### src/rtl/csa_pipe_addsub_pkg.sv
// Shared defaults, operating-mode encoding and parameter helpers for the
// pipelined carry-select adder/subtractor.
package csa_pipe_addsub_pkg;

    localparam int DEF_WIDTH = 32;
    localparam int DEF_SEG   = 8;

    typedef enum logic {
        MODE_ADD = 1'b0,
        MODE_SUB = 1'b1
    } mode_e;

    // Carry into bit 0: subtract is A + ~B + 1, so the external carry is ignored.
    function automatic logic first_cin(input mode_e mode, input logic carry_in);
        return (mode == MODE_SUB) ? 1'b1 : carry_in;
    endfunction

    function automatic bit params_ok(input int width, input int seg);
        return (seg >= 2) && (width >= seg) && ((width % seg) == 0);
    endfunction

endpackage

### src/rtl/csa_pipe_addsub_seg.sv
// SEG-bit ripple segment; the carry-in comes from a port so the same block
// serves both fixed-carry candidates and the live segment 0.
module csa_pipe_addsub_seg #(
    parameter int SEG = 8
) (
    input  logic [SEG-1:0] a,
    input  logic [SEG-1:0] b,
    input  logic           cin,
    output logic [SEG-1:0] sum,
    output logic           cout
);

    assign {cout, sum} = {1'b0, a} + {1'b0, b} + {{SEG{1'b0}}, cin};

endmodule

### src/rtl/csa_pipe_addsub.sv
// Two-stage carry-select adder/subtractor with valid/ready flow control:
// stage 1 builds per-segment candidates, stage 2 resolves the select chain.
module csa_pipe_addsub
    import csa_pipe_addsub_pkg::*;
#(
    parameter int WIDTH = DEF_WIDTH,
    parameter int SEG   = DEF_SEG
) (
    input  logic             clk,
    input  logic             rst,
    input  logic             in_valid,
    output logic             in_ready,
    input  logic [WIDTH-1:0] din1,
    input  logic [WIDTH-1:0] din2,
    input  logic             carry_in,
    input  logic             sub,
    output logic             out_valid,
    input  logic             out_ready,
    output logic [WIDTH-1:0] dout,
    output logic             carry_out,
    output logic             overflow,
    output logic             zero
);

    localparam int NSEG = WIDTH / SEG;

    if (!params_ok(WIDTH, SEG)) begin : g_bad_params
        $error("csa_pipe_addsub: WIDTH must be a multiple of SEG and SEG must be >= 2");
    end

    mode_e            mode;
    logic [WIDTH-1:0] b_eff;
    logic             c0;
    logic             adv1;
    logic             adv2;
    logic             v1;
    logic             v2;

    assign mode     = mode_e'(sub);
    assign b_eff    = (mode == MODE_SUB) ? ~din2 : din2;
    assign c0       = first_cin(mode, carry_in);

    assign adv2      = !v2 || out_ready;
    assign adv1      = !v1 || adv2;
    assign in_ready  = adv1;
    assign out_valid = v2;

    logic [NSEG-1:0][SEG-1:0] sum0_c;
    logic [NSEG-1:0][SEG-1:0] sum1_c;
    logic [NSEG-1:0]          cout0_c;
    logic [NSEG-1:0]          cout1_c;

    for (genvar k = 0; k < NSEG; k++) begin : g_seg
        if (k == 0) begin : g_first
            csa_pipe_addsub_seg #(.SEG(SEG)) u_seg (
                .a    (din1[SEG-1:0]),
                .b    (b_eff[SEG-1:0]),
                .cin  (c0),
                .sum  (sum0_c[0]),
                .cout (cout0_c[0])
            );
            // Segment 0 has a single real result; mirroring it into the
            // cin=1 slot lets stage 2 walk every segment with one loop.
            assign sum1_c[0]  = sum0_c[0];
            assign cout1_c[0] = cout0_c[0];
        end else begin : g_cand
            csa_pipe_addsub_seg #(.SEG(SEG)) u_seg0 (
                .a    (din1[k*SEG +: SEG]),
                .b    (b_eff[k*SEG +: SEG]),
                .cin  (1'b0),
                .sum  (sum0_c[k]),
                .cout (cout0_c[k])
            );
            csa_pipe_addsub_seg #(.SEG(SEG)) u_seg1 (
                .a    (din1[k*SEG +: SEG]),
                .b    (b_eff[k*SEG +: SEG]),
                .cin  (1'b1),
                .sum  (sum1_c[k]),
                .cout (cout1_c[k])
            );
        end
    end

    logic [NSEG-1:0][SEG-1:0] s1_sum0;
    logic [NSEG-1:0][SEG-1:0] s1_sum1;
    logic [NSEG-1:0]          s1_cout0;
    logic [NSEG-1:0]          s1_cout1;
    logic                     s1_a_msb;
    logic                     s1_b_msb;

    always_ff @(posedge clk or posedge rst) begin
        if (rst) begin
            v1       <= 1'b0;
            s1_sum0  <= '0;
            s1_sum1  <= '0;
            s1_cout0 <= '0;
            s1_cout1 <= '0;
            s1_a_msb <= 1'b0;
            s1_b_msb <= 1'b0;
        end else if (adv1) begin
            v1 <= in_valid;
            if (in_valid) begin
                s1_sum0  <= sum0_c;
                s1_sum1  <= sum1_c;
                s1_cout0 <= cout0_c;
                s1_cout1 <= cout1_c;
                s1_a_msb <= din1[WIDTH-1];
                s1_b_msb <= b_eff[WIDTH-1];
            end
        end
    end

    logic [WIDTH-1:0] res;
    logic             sel;
    logic             ovf;

    // sel starts at 0 so segment 0 picks its (only) real result; after each
    // segment sel carries that segment's resolved carry-out.
    always_comb begin
        res = '0;
        sel = 1'b0;
        for (int k = 0; k < NSEG; k++) begin
            res[k*SEG +: SEG] = sel ? s1_sum1[k] : s1_sum0[k];
            sel               = sel ? s1_cout1[k] : s1_cout0[k];
        end
        ovf = (s1_a_msb == s1_b_msb) && (res[WIDTH-1] != s1_a_msb);
    end

    always_ff @(posedge clk or posedge rst) begin
        if (rst) begin
            v2        <= 1'b0;
            dout      <= '0;
            carry_out <= 1'b0;
            overflow  <= 1'b0;
            zero      <= 1'b0;
        end else if (adv2) begin
            v2 <= v1;
            if (v1) begin
                dout      <= res;
                carry_out <= sel;
                overflow  <= ovf;
                zero      <= ~|res;
            end
        end
    end

endmodule

### config.mk
export PLATFORM = sky130hd
export DESIGN_NAME = csa_pipe_addsub
export DESIGN_NICKNAME = d
export VERILOG_FILES = /design/src/rtl/csa_pipe_addsub_pkg.sv /design/src/rtl/csa_pipe_addsub_seg.sv /design/src/rtl/csa_pipe_addsub.sv
export SDC_FILE = /design/constraint.sdc
export NUM_CORES = 1
export LEC_CHECK = 0
export ABC_AREA = 1
export ABC_CLOCK_PERIOD_IN_PS = 4000
export CORE_ASPECT_RATIO = 1.25
export CORE_UTILIZATION = 54
export DETAILED_ROUTE_END_ITERATION = 12
export GPL_ROUTABILITY_DRIVEN = 0
export PLACE_DENSITY = 0.79
export SLEW_MARGIN = 20
export SYNTH_ARGS = -nofsm -noshare
export SYNTH_HDL_FRONTEND = slang
export SYNTH_SLANG_ARGS = --single-unit
### constraint.sdc
create_clock -name clk -period 4 [get_ports clk]
set_clock_uncertainty 0.1 [all_clocks]
set_input_delay 1 -clock clk [delete_from_list [all_inputs] [get_ports clk]]
set_output_delay 1 -clock clk [all_outputs]
set_load 0.03 [all_outputs]
==> results.md <==
- Outcome: completed
- Chip height: 123 microns
- Hold path start: dout[16]
- Routed length per instance: 12.4 microns
- Largest net degree at the start of global routing: 65
- Max Cap Viol: 0
- Max Fclk: 0.293 GHz
- Met2 Track Usage GR: 37.9%
- Mean Syn Cell Area: 7.58 sq um
- Met3 usage: 2.66%
- Mapped Area: 0.00636 sq mm
- Hold Buf Count CTS: 0
- Met1 Usage GRT: 33.1%
- Drt total wl: 13300 microns
- First-pass GRT wire length: 23000 microns
- Crit path largest cell delay: 0.69 ns
- GRT busiest layer: met2
- TritonRoute pass-1 iters: 5
- Setup Viol. Count Final: 0
- Num CTS Buffers: 9
- I/O Pins: 107
- Worst setup path startpoint: out_ready
- VDD IR max: 0.000243 V
- H-Tree Depth: 3
- Max clock buf depth: 2
- Cell count after synthesis: 839
- Critical path startpoint category: input pin
- Hold Vio Cnt, Final: 0
- Post-DP HPWL: 10200 microns
- Port Buffer Count: 106
- Most common cell after layout, fill and taps aside: nand2_1
- Die area: 0.0122 sq mm
- Layout area overhead: 23.0%
- R2R Path Start: s1_cout0[0]
- CTS tree: built
- DRC errors left: 0
- RSZ-0062 raised after global routing: no
- PD cells: 546 mW/mm^2
- Diode count: 0
- DRT antenna net count: 0
- Number of fill cells: 977
- Post-synthesis net count: 953
- Setup Buffers After CTS: 0
- CP Class: in -> out
- Critical Path RT: 2.90 ns
- Commonest cells after routing, fill and taps aside: 253 x nand2_1, 105 x clkdlybuf4s50_1, 102 x dfrtp_1
- Crit path cell chain: clkdlybuf4s50_1, inv_1, nand3_1, clkdlybuf4s50_1
- Min-Delay Path Class: reg -> reg
- Setup_tns: 0 ns
- Min cycle time layout: 3.41 ns
- Initial antenna violation count: 0
- Initial Util: 56.3%
- Crit Path Max Fanout: 3
- Post-synth cell types: 35
- Synth Register Bits: 102
- Register area: 0.00255 sq mm
- Final nets: 1051
- Crit path arrival time: 2.31 ns
- Root Buffer: clkbuf_16
- Tot Pwr: 0.00427 W
- CTS clk-pin slew, worst paths: 0.07 ns
- Core area: 0.0113 sq mm
- Latest clock arrival within the worst-skew pair: 0.35 ns
- Global-route usage over all layers: 23.5%
- Critical Path Sink Type: output pin
- Critical Path Most Common Cell: clkdlybuf4s50_1
- Gr ovfl total: 0
- Highest-delay cell along the critical path: clkdlybuf4s50_1
- Slew Viols, Final: 0
- Clock sinks: 102
- Worst-Margin Slew: 0.695 ns
- Lkg Pwr: 3.92 nW
- Layout cells sized above 1: 5.52%
- Sequential share of the synthesized area: 40.1%
- Fin crit share: 85.3%
- Via/cell ratio: 5.17
- Vias in the first global route: 5012
- Overall die width: 99.1 microns
- Std-Cell Rows: 43
- Initial drt markers: 329
- Via count: 5564
- Max transition margin: 53.6%
- Post-cts gate resize count: 0
- Warnings from Yosys: 0
- Multi-input logic area: 0.00329 sq mm
==> area by class of cell <==
cell class | instances | area share, %
Inverter | 103 | 4.97
Multi-Input combinational cell | 607 | 42.0
Tap cell | 135 | 2.16
Clock buffer | 9 | 2.88
Clock inverter | 7 | 0.927
Timing Repair Buffer | 114 | 14.4
Sequential cell | 102 | 32.6
==> final timing paths <==
path,end,slack (ns),cells past startpoint
max,in_ready,0.59,4
min,dout[16],0.38,2
max reg2reg,zero,1.54,9
min reg2reg,dout[16],0.38,2
max in group asynchronous,s1_sum0[16],2.13,3
min in group asynchronous,dout[6],0.98,2
==> per-stage QoR <==
stage | std cells | hold WS [ns] | area (sq um) | setup WS, ns | util, %
final | 1077 | 0.378 | 7830 | 0.587 | 69.3
after global routing | 1077 | 0.405 | 7830 | 0.426 | 69.3
after CTS | 1077 | 0.382 | 7830 | 0.582 | 69.3
after detailed placement | 1061 | 0.364 | 7530 | 0.328 | 66.6
after global placement | 1061 | 0.362 | 7530 | 0.455 | 66.6
after floorplan | 839 | 0.344 | 6360 | 0.225 | -
==> worst max-delay path, delay by kind of cell <==
family / cells / cell delay [ns]
AND/OR/NAND/NOR: 1 / 0.12
buffers and inverters: 3 / 1.20
==> flip-flops by register name, summed over array words and instances (netlist names) <==
name       flops
carry_out      1
dout          32
out_valid      1
overflow       1
res            8
s1_a_msb       1
s1_b_msb       1
s1_cout0       4
s1_cout1       3
s1_sum0       24
s1_sum1       24
v1             1
zero           1
==> layer usage <==
metal	routed length, microns	vias to the layer above
li1	-	2889
met1	6460	2534
met2	6240	123
met3	419	18
met4	210	0
met5	0	-
==> Yosys cell counts <==
library cell / instances / area, sq um
nand2_1: 255 / 957
dfrtp_1: 102 / 2550
inv_1: 100 / 375
o21ai_0: 67 / 335
nor2_1: 56 / 210
nand3_1: 47 / 235
ha_1: 39 / 488
xor2_1: 31 / 272
a21oi_1: 21 / 105
nand4_1: 14 / 87.6
clkbuf_1: 11 / 41.3
o21ai_1: 11 / 55.1
nand2_2: 8 / 50.1
buf_1: 7 / 26.3
nand3b_1: 7 / 52.6
o21ai_2: 7 / 61.3
o22ai_1: 7 / 43.8
a31oi_1: 6 / 37.5
buf_2: 6 / 30.0
fa_1: 5 / 100
xnor2_1: 5 / 43.8
o21bai_1: 4 / 30.0
nor2_2: 3 / 18.8
o211ai_1: 3 / 22.5
or2_2: 3 / 18.8
buf_6: 2 / 22.5
inv_2: 2 / 7.51
nor3_1: 2 / 10.0
o31ai_1: 2 / 15.0
a21boi_1: 1 / 7.51
buf_12: 1 / 20.0
clkinv_1: 1 / 3.75
nand2_4: 1 / 11.3
o2bb2ai_1: 1 / 8.76
or2_1: 1 / 6.26
==> where the power goes <==
part / internal, W / switching, W / leakage, nW / total [W]
clock: 0.000488 / 0.000389 / 0.147 / 0.000877
combinational: 0.000724 / 0.00114 / 2.53 / 0.00186
sequential: 0.00136 / 0.000175 / 1.24 / 0.00153
total: 0.00257 / 0.00170 / 3.92 / 0.00427
==> kinds of logic after synthesis <==
kind of cell	Yosys count	synth area share [%]
DFF	102	40.1
AOI/OAI and AO/OA	130	11.3
adders and majority gates	44	9.24
buffers and inverters	130	8.28
and+or+nand+nor	397	26.1
xor gates and xnor gates	36	4.96
(Power assumes the default switching activity.)
